$ cat src/rtl/mips_pkg.sv
// Shared MIPS definitions: opcodes, multi-cycle state encoding and datapath select codes.
// Used by the multi-cycle sequencer as well as Control and ALUcontrol.
package mips_pkg;

    localparam logic [5:0] OP_RTYPE = 6'h00;
    localparam logic [5:0] OP_LW    = 6'h23;
    localparam logic [5:0] OP_SW    = 6'h2B;
    localparam logic [5:0] OP_BEQ   = 6'h04;
    localparam logic [5:0] OP_J     = 6'h02;
    localparam logic [5:0] OP_ADDI  = 6'h08;

    localparam logic [1:0] ALUOP_ADD   = 2'b00;
    localparam logic [1:0] ALUOP_SUB   = 2'b01;
    localparam logic [1:0] ALUOP_FUNCT = 2'b10;

    localparam logic [1:0] SRCB_REG     = 2'b00;
    localparam logic [1:0] SRCB_FOUR    = 2'b01;
    localparam logic [1:0] SRCB_IMM     = 2'b10;
    localparam logic [1:0] SRCB_IMM_SH2 = 2'b11;

    localparam logic [1:0] PCSRC_ALU    = 2'b00;
    localparam logic [1:0] PCSRC_ALUOUT = 2'b01;
    localparam logic [1:0] PCSRC_JUMP   = 2'b10;

    typedef enum logic [3:0] {
        ST_IDLE   = 4'd0,
        ST_FETCH  = 4'd1,
        ST_DECODE = 4'd2,
        ST_MEMADR = 4'd3,
        ST_MEMRD  = 4'd4,
        ST_MEMWB  = 4'd5,
        ST_MEMWR  = 4'd6,
        ST_EXEC   = 4'd7,
        ST_RWB    = 4'd8,
        ST_BRANCH = 4'd9,
        ST_JUMP   = 4'd10,
        ST_ADDIEX = 4'd11,
        ST_ADDIWB = 4'd12,
        ST_HALT   = 4'd13
    } state_t;

    typedef struct packed {
        logic       pc_write;
        logic       pc_write_cond;
        logic       iord;
        logic       mem_read;
        logic       mem_write;
        logic       ir_write;
        logic       mem_to_reg;
        logic       reg_dst;
        logic       reg_write;
        logic       alu_src_a;
        logic [1:0] alu_src_b;
        logic [1:0] alu_op;
        logic [1:0] pc_source;
        logic       retire;
        logic       halted;
    } ctrl_t;

    function automatic logic is_legal_op(input logic [5:0] op);
        return (op == OP_RTYPE) || (op == OP_LW) || (op == OP_SW) ||
               (op == OP_BEQ)   || (op == OP_J)  || (op == OP_ADDI);
    endfunction

endpackage

$ cat src/rtl/mc_out_decode.sv
// Pure state-to-control-vector lookup for the multi-cycle sequencer.
// The handshake-dependent terms (FETCH PC/IR load, MEMWR retire) are added by the top.
module mc_out_decode
    import mips_pkg::*;
(
    input  state_t i_state,
    output ctrl_t  o_ctrl
);

    always_comb begin
        o_ctrl = '0;
        case (i_state)
            ST_FETCH: begin
                o_ctrl.mem_read  = 1'b1;
                o_ctrl.alu_src_b = SRCB_FOUR;
            end
            ST_DECODE: begin
                o_ctrl.alu_src_b = SRCB_IMM_SH2;
            end
            ST_MEMADR, ST_ADDIEX: begin
                o_ctrl.alu_src_a = 1'b1;
                o_ctrl.alu_src_b = SRCB_IMM;
            end
            ST_MEMRD: begin
                o_ctrl.mem_read = 1'b1;
                o_ctrl.iord     = 1'b1;
            end
            ST_MEMWR: begin
                o_ctrl.mem_write = 1'b1;
                o_ctrl.iord      = 1'b1;
            end
            ST_MEMWB: begin
                o_ctrl.reg_write  = 1'b1;
                o_ctrl.mem_to_reg = 1'b1;
                o_ctrl.retire     = 1'b1;
            end
            ST_EXEC: begin
                o_ctrl.alu_src_a = 1'b1;
                o_ctrl.alu_op    = ALUOP_FUNCT;
            end
            ST_RWB: begin
                o_ctrl.reg_write = 1'b1;
                o_ctrl.reg_dst   = 1'b1;
                o_ctrl.retire    = 1'b1;
            end
            ST_ADDIWB: begin
                o_ctrl.reg_write = 1'b1;
                o_ctrl.retire    = 1'b1;
            end
            ST_BRANCH: begin
                o_ctrl.alu_src_a     = 1'b1;
                o_ctrl.alu_op        = ALUOP_SUB;
                o_ctrl.pc_write_cond = 1'b1;
                o_ctrl.pc_source     = PCSRC_ALUOUT;
                o_ctrl.retire        = 1'b1;
            end
            ST_JUMP: begin
                o_ctrl.pc_write  = 1'b1;
                o_ctrl.pc_source = PCSRC_JUMP;
                o_ctrl.retire    = 1'b1;
            end
            ST_HALT: begin
                o_ctrl.halted = 1'b1;
            end
            default: o_ctrl = '0;
        endcase
    end

endmodule

$ cat src/rtl/multicycle_control.sv
// Multi-cycle MIPS sequencer: Moore FSM stepping fetch/decode/execute/memory/write-back,
// with memory-ready stalls, illegal-opcode detection and a retired-instruction counter.
//
// state  | meaning
// IDLE   | after reset, one cycle before the first fetch
// FETCH  | read instruction at PC, load IR and PC+4 when memory is ready
// DECODE | read registers, precompute branch target, dispatch on opcode
// MEMADR | compute load/store address
// MEMRD  | load data read, waits on memory
// MEMWB  | load data written to register file
// MEMWR  | store data write, waits on memory
// EXEC   | R-type ALU operation
// RWB    | R-type result written back
// BRANCH | beq compare and conditional PC load
// JUMP   | jump target loaded into PC
// ADDIEX | addi ALU operation
// ADDIWB | addi result written back
// HALT   | stopped on an illegal opcode until reset
module multicycle_control #(
    parameter bit HALT_ON_ILLEGAL = 1'b1,
    parameter int COUNT_W         = 32
) (
    input  logic               clk,
    input  logic               start,
    input  logic [5:0]         opcode,
    input  logic               mem_ready,
    output logic               PCWrite,
    output logic               PCWriteCond,
    output logic               IorD,
    output logic               MemRead,
    output logic               MemWrite,
    output logic               IRWrite,
    output logic               MemtoReg,
    output logic               RegDst,
    output logic               RegWrite,
    output logic               ALUSrcA,
    output logic [1:0]         ALUSrcB,
    output logic [1:0]         ALUOp,
    output logic [1:0]         PCSource,
    output logic [3:0]         state,
    output logic               retired,
    output logic               illegal_op,
    output logic               halted,
    output logic [COUNT_W-1:0] instr_count
);
    import mips_pkg::*;

    state_t               r_state;
    state_t               w_next_state;
    logic                 w_illegal;
    logic                 w_in_fetch;
    logic                 w_retire;
    ctrl_t                w_ctrl;
    logic [COUNT_W-1:0]   r_count;

    always_ff @(posedge clk or negedge start) begin
        if (!start) begin
            r_state <= ST_IDLE;
        end else begin
            r_state <= w_next_state;
        end
    end

    always_comb begin
        w_next_state = r_state;
        w_illegal    = 1'b0;
        case (r_state)
            ST_IDLE:   w_next_state = ST_FETCH;
            ST_FETCH:  if (mem_ready) w_next_state = ST_DECODE;
            ST_DECODE: begin
                case (opcode)
                    OP_LW, OP_SW: w_next_state = ST_MEMADR;
                    OP_RTYPE:     w_next_state = ST_EXEC;
                    OP_BEQ:       w_next_state = ST_BRANCH;
                    OP_J:         w_next_state = ST_JUMP;
                    OP_ADDI:      w_next_state = ST_ADDIEX;
                    default: begin
                        w_illegal = 1'b1;
                        if (HALT_ON_ILLEGAL) w_next_state = ST_HALT;
                        else                 w_next_state = ST_FETCH;
                    end
                endcase
            end
            // opcode is held stable from IR load, so only sw needs distinguishing here
            ST_MEMADR: w_next_state = (opcode == OP_SW) ? ST_MEMWR : ST_MEMRD;
            ST_MEMRD:  if (mem_ready) w_next_state = ST_MEMWB;
            ST_MEMWR:  if (mem_ready) w_next_state = ST_FETCH;
            ST_MEMWB, ST_RWB, ST_BRANCH, ST_JUMP, ST_ADDIWB:
                       w_next_state = ST_FETCH;
            ST_EXEC:   w_next_state = ST_RWB;
            ST_ADDIEX: w_next_state = ST_ADDIWB;
            ST_HALT:   w_next_state = ST_HALT;
            default:   w_next_state = ST_IDLE;
        endcase
    end

    mc_out_decode u_out_decode (
        .i_state (r_state),
        .o_ctrl  (w_ctrl)
    );

    assign w_in_fetch = (r_state == ST_FETCH);
    assign w_retire   = w_ctrl.retire | ((r_state == ST_MEMWR) & mem_ready);

    always_ff @(posedge clk or negedge start) begin
        if (!start) begin
            r_count <= '0;
        end else if (w_retire) begin
            r_count <= r_count + COUNT_W'(1);
        end
    end

    assign PCWrite     = w_ctrl.pc_write | (w_in_fetch & mem_ready);
    assign IRWrite     = w_ctrl.ir_write | (w_in_fetch & mem_ready);
    assign PCWriteCond = w_ctrl.pc_write_cond;
    assign IorD        = w_ctrl.iord;
    assign MemRead     = w_ctrl.mem_read;
    assign MemWrite    = w_ctrl.mem_write;
    assign MemtoReg    = w_ctrl.mem_to_reg;
    assign RegDst      = w_ctrl.reg_dst;
    assign RegWrite    = w_ctrl.reg_write;
    assign ALUSrcA     = w_ctrl.alu_src_a;
    assign ALUSrcB     = w_ctrl.alu_src_b;
    assign ALUOp       = w_ctrl.alu_op;
    assign PCSource    = w_ctrl.pc_source;
    assign state       = r_state;
    assign retired     = w_retire;
    assign illegal_op  = w_illegal;
    assign halted      = w_ctrl.halted;
    assign instr_count = r_count;

endmodule

$ cat config.mk
export PLATFORM = sky130hd
export DESIGN_NAME = multicycle_control
export DESIGN_NICKNAME = d
export VERILOG_FILES = /design/src/rtl/mips_pkg.sv /design/src/rtl/mc_out_decode.sv /design/src/rtl/multicycle_control.sv
export SDC_FILE = /design/constraint.sdc
export NUM_CORES = 1
export LEC_CHECK = 0
export CAP_MARGIN = 20
export CORE_AREA = 2 2 69 71
export CTS_CLUSTER_DIAMETER = 200
export DETAILED_ROUTE_END_ITERATION = 16
export DIE_AREA = 0 0 71 73
export PLACE_DENSITY = 0.82
export SETUP_SLACK_MARGIN = 0.2
export SYNTH_ARGS = -nofsm -noshare
export SYNTH_HDL_FRONTEND = slang
export SYNTH_SLANG_ARGS = --single-unit
$ cat constraint.sdc
create_clock -name clk -period 5.9 [get_ports clk]
set_clock_uncertainty 0.2 [all_clocks]
set_input_delay 1.77 -clock clk [delete_from_list [all_inputs] [get_ports clk]]
set_output_delay 1.77 -clock clk [all_outputs]
set_load 0.005 [all_outputs]
=== Word-level counts from Yosys, hierarchy flattened ===
Index checks and enable logic that the tools add are counted.

* Bits in registers: 36
* Input port bits: 9
* Output and inout bits: 55
* Logic and storage cells: 62

* Add/subtract/negate cells: 1
* Eq/ne operators: 21
* Muxes and demuxes: 22
* Bitwise logic cells: 4
* Reduce and logical (&&, ||, !) cells: 12

{| class="wikitable"
|+ Operators by type and width
! operator !! number
|-
| case mux 4 bit (9 select lines) || 1
|-
| adder 32 x 1 -> 32 bit, second input constant || 1
|-
| == test 4 bit, second input constant || 6
|-
| case mux 4 bit (5 select lines) || 1
|-
| == test 4 x 3 -> 1 bit, second input constant || 4
|-
| two-way mux 1 bit || 13
|-
| == test 6 bit, second input constant || 2
|-
| two-way mux 4 bit || 3
|-
| OR reduction 6 bit || 2
|-
| == test 4 x 2 -> 1 bit, second input constant || 2
|-
| case mux 2 bit (2 select lines) || 2
|-
| OR reduction 2 bit || 4
|-
| == test 6 x 2 -> 1 bit, second input constant || 1
|-
| == test 6 x 3 -> 1 bit, second input constant || 1
|-
| == test 6 x 4 -> 1 bit, second input constant || 1
|-
| zero test 6 bit || 1
|-
| != test 2 bit, second input constant || 3
|-
| case mux 2 bit (3 select lines) || 1
|-
| OR reduction 5 bit || 1
|-
| == test 4 x 1 -> 1 bit, second input constant || 1
|-
| zero test 4 bit || 1
|-
| OR reduction 4 bit || 1
|-
| AND reduction 3 bit || 1
|-
| OR reduction 3 bit || 1
|-
| 3 further kinds || 5
|}

=== Depth between registers and ports, before layout ===
* Depth after elaboration: 4
* Depth in mapped cells: 7
* Depth with buffers taken out: 6

=== Hierarchy ===
From an unflattened synthesis, not the netlist that was laid out.

* Cell total of the unflattened synthesis: 202
* Area total of the unflattened synthesis: 2011.9 µm²

{| class="wikitable"
|+ By module, submodules not included
! module !! instances !! cells an instance !! area an instance (µm²) !! seq. area each (µm²)
|-
| multicycle_control || 1 || 168 || 1789.2 || 900.9
|-
| mc_out_decode || 1 || 34 || 222.7 || 0.0
|}

=== Least setup slack after synthesis ===
OpenSTA, ideal clock, no wires.

* Kind: input to output
* Start point: in opcode[1]
* End point: out illegal_op
* Data arrival time: 2.609 ns
* Data required time: 3.930 ns
* Setup slack: 1.321 ns
* Stages: 4
* Path buffers: 1
* Cells stage by stage: clkbuf_1 -> nor4_1 -> a31oi_1 -> o311a_1

* Cells in the longest elaborated chain, start to end: 4

{| class="wikitable"
|+ RTL lines
! what !! line !! source
|-
| from (decl) || multicycle_control.sv:25 || <nowiki>input logic [5:0] opcode,</nowiki>
|-
| == test 6 bit, or another cell as far along || multicycle_control.sv:71 || <nowiki>case (opcode)</nowiki>
|-
| OR reduction 6 bit (no line) * || -- ||
|-
| two-way mux 1 bit * || multicycle_control.sv:71 ||
|-
| two-way mux 1 bit * || multicycle_control.sv:67 || <nowiki>case (r_state)</nowiki>
|-
| to (decl) || multicycle_control.sv:42 || <nowiki>output logic illegal_op,</nowiki>
|}

Mark *: on every way between the ends. The rest lies on a longest branch, timed or not.

=== Worst setup path after layout ===
* Start point: in opcode[0]
* End point: out illegal_op

Same word-level chain as after synthesis.

==> flow_summary.json <==
{
  "status": "finished clean",
  "postRouteAntennaNets": 0,
  "place_hpwl_um": 3451,
  "hold_buffers": 0,
  "insertedDiodeCount": 0,
  "finalWirelength_um": 4813,
  "seq_area_frac_synth": 0.4159,
  "p_per_area_nw_per_um2": 330.9,
  "power.leakage_nw": 1.268,
  "vias": 1827,
  "stdcell_area_um2": 2925,
  "syn_area_um2": 2166,
  "port_buffers": 63,
  "post-route-period-util": 0.9395,
  "critPathCaptureType": "primary output",
  "wirelength_met1_um": 2173,
  "path_clk_slew_ns": 0.07,
  "ys_warn_count": 0,
  "wl_met2_um": 2328,
  "drive_above_1_share": 0.1154,
  "die_y_um": 73,
  "setup_tns_ns": 0,
  "hold_viol_final": 0,
  "finalCriticalPeriod_ns": 5.543,
  "max_cap_violations": 0,
  "cts_tree": "built",
  "wl_per_cell_um": 14.16,
  "layout.cells.non_filler": 340,
  "top_layer": "met4",
  "ir_drop_mv": 0.2104,
  "route.met3.wl_um": 257,
  "postSynthNetCount": 233,
  "async_flop_share": 1.000,
  "crit_required_ns": 3.93,
  "cts_made_buffers": 5,
  "worstMarginPinSlew_ns": 0.6308,
  "cts_resized": 0,
  "startpoint_type": "input pin",
  "core_um2": 4536,
  "grtUsageTotal": 0.1931,
  "cts.sinks": 36,
  "cts_buffer_depth": 2,
  "grt_remaining_overflow": 0,
  "critPathKind": "input pin to primary output",
  "yosys_register_bits": 36,
  "syn_avg_cell_area_um2": 9.712,
  "ys_types": 49,
  "path_max_fanout": 7,
  "whs_ns": 0.2780,
  "fmax_mhz": 180.4,
  "drt_iter0_markers": 51,
  "rows": 25,
  "syn2layout_area_growth_pct": 35.07,
  "mostFrequentLayoutCell": "clkdlybuf4s50_1",
  "fp.dieW_um": 71,
  "grt_max_degree": 37,
  "nNetsFinal": 295,
  "min_path_type": "flip-flop to flip-flop",
  "maxSlewHeadroom": 0.5766,
  "final_max_slew_viol_count": 0,
  "initial_core_util": 0.4775,
  "cts_setup_buffers": 0,
  "setup_viol": 0,
  "clk_latency_ns": 0.29,
  "rsz0062_at_grt": "false",
  "via_per_inst": 5.374,
  "arrival_ns": 3.57,
  "gp_congestion": 0.8492,
  "grt_pass1_vias": 1707,
  "antenna_found_initial": 0,
  "drc": 0,
  "synth_edf_count": 0,
  "placed_cells": 332,
  "io_pins": 64,
  "netlist_instances": 223,
  "placed_area_um2": 2814,
  "clock-root-buffer": "clkbuf_8",
  "final_cell_mix": "63 x clkdlybuf4s50_1, 36 x dfrtp_1, 26 x nor2_1",
  "ys.flop_type": "dfrtp_1",
  "grt_pass1_wl_um": 7997,
  "dieArea_um2": 5183,
  "cts_max_level": 2,
  "dr.pass1.iters": 6
}
logic make-up (layout without fill, tap and decap cells):
kind of cell / after synthesis / in the layout / synth area share
compound gates: 32 / 32 / 0.1092
xor+xnor: 33 / 33 / 0.1335
fa+ha+maj: 1 / 1 / 0.005776
buf+inv: 22 / 85 / 0.05083
flops: 36 / 36 / 0.4159
simple gates: 99 / 99 / 0.2848
cell type report:
cell class | instances | area (um^2)
Clock inverter | 3 | 42.54
Clock buffer | 5 | 68.82
Multi-Input combinational cell | 165 | 1155
Tap cell | 54 | 67.56
Timing Repair Buffer | 65 | 645.6
Sequential cell | 36 | 900.9
Fill cell | 365 | 1610
Inverter | 12 | 45.04
registers in the layout, indices dropped and copies added (netlist names):
signal	flops
instr_count	32
state	4
per-stage QoR:
| stage | total power [W] | util | setup slack, ns |
|---|---|---|---|
| global placement | 0.0007535 | 0.6188 | 0.4356 |
| CTS | 0.0009765 | 0.6450 | 0.3768 |
| finish | 0.0009680 | 0.6450 | 0.3571 |
| detailed placement | 0.0007615 | 0.6204 | 0.3825 |
| floorplan | 0.0005622 | - | 1.321 |
| global route | 0.001038 | 0.6450 | 0.2856 |
metal layers:
layer	up-vias	track usage
met1	878	0.2462
li1	890	-
met2	52	0.3261
met4	0	0.06080
met3	7	0.04696
met5	-	0
synthesized netlist by cell type, types with 3 or more instances:
cell type   n  area share
nor4_2      3       0.017
xnor2_1    13       0.053
dfrtp_1    36        0.42
buf_4       3       0.010
nand2_1    16       0.028
nor2_1     26       0.045
o21ai_0     7       0.016
clkbuf_1    4      0.0069
nor3_2      7       0.032
a21oi_1     7       0.016
and3_1      3      0.0087
nand3_1     8       0.018
inv_1      11       0.019
xor2_1     20       0.081
nor3_1     11       0.025
nand4_1     5       0.014
nand2b_1    3      0.0087
where the power goes:
part           internal (W)  switching (W)  leakage, nW  total [W]
Sequential         0.000279      0.0000815        0.444   0.000361
Combinational      0.000227       0.000166        0.770   0.000393
Clock              0.000125      0.0000898       0.0541   0.000215
worst paths after layout:
kind	cells after the start	endpoint	from	slack, ns
hold / removal	1	instr_count[31]	instr_count[31]	0.28
min in group asynchronous	2	instr_count[28]	start	1.68
hold reg to reg	1	instr_count[31]	instr_count[31]	0.28
setup / recovery	5	illegal_op	opcode[0]	0.36
max in group asynchronous	2	instr_count[7]	start	3.50
setup reg to reg	6	instr_count[18]	state[1]	3.44
worst max-delay path, cell delays in order:
cell	delay (ns)
clkdlybuf4s50_1	0.52
nor4_1	0.39
a31oi_1	0.12
o311a_1	0.32
clkdlybuf4s50_1	0.45
Power figures use the tool's default switching activity.
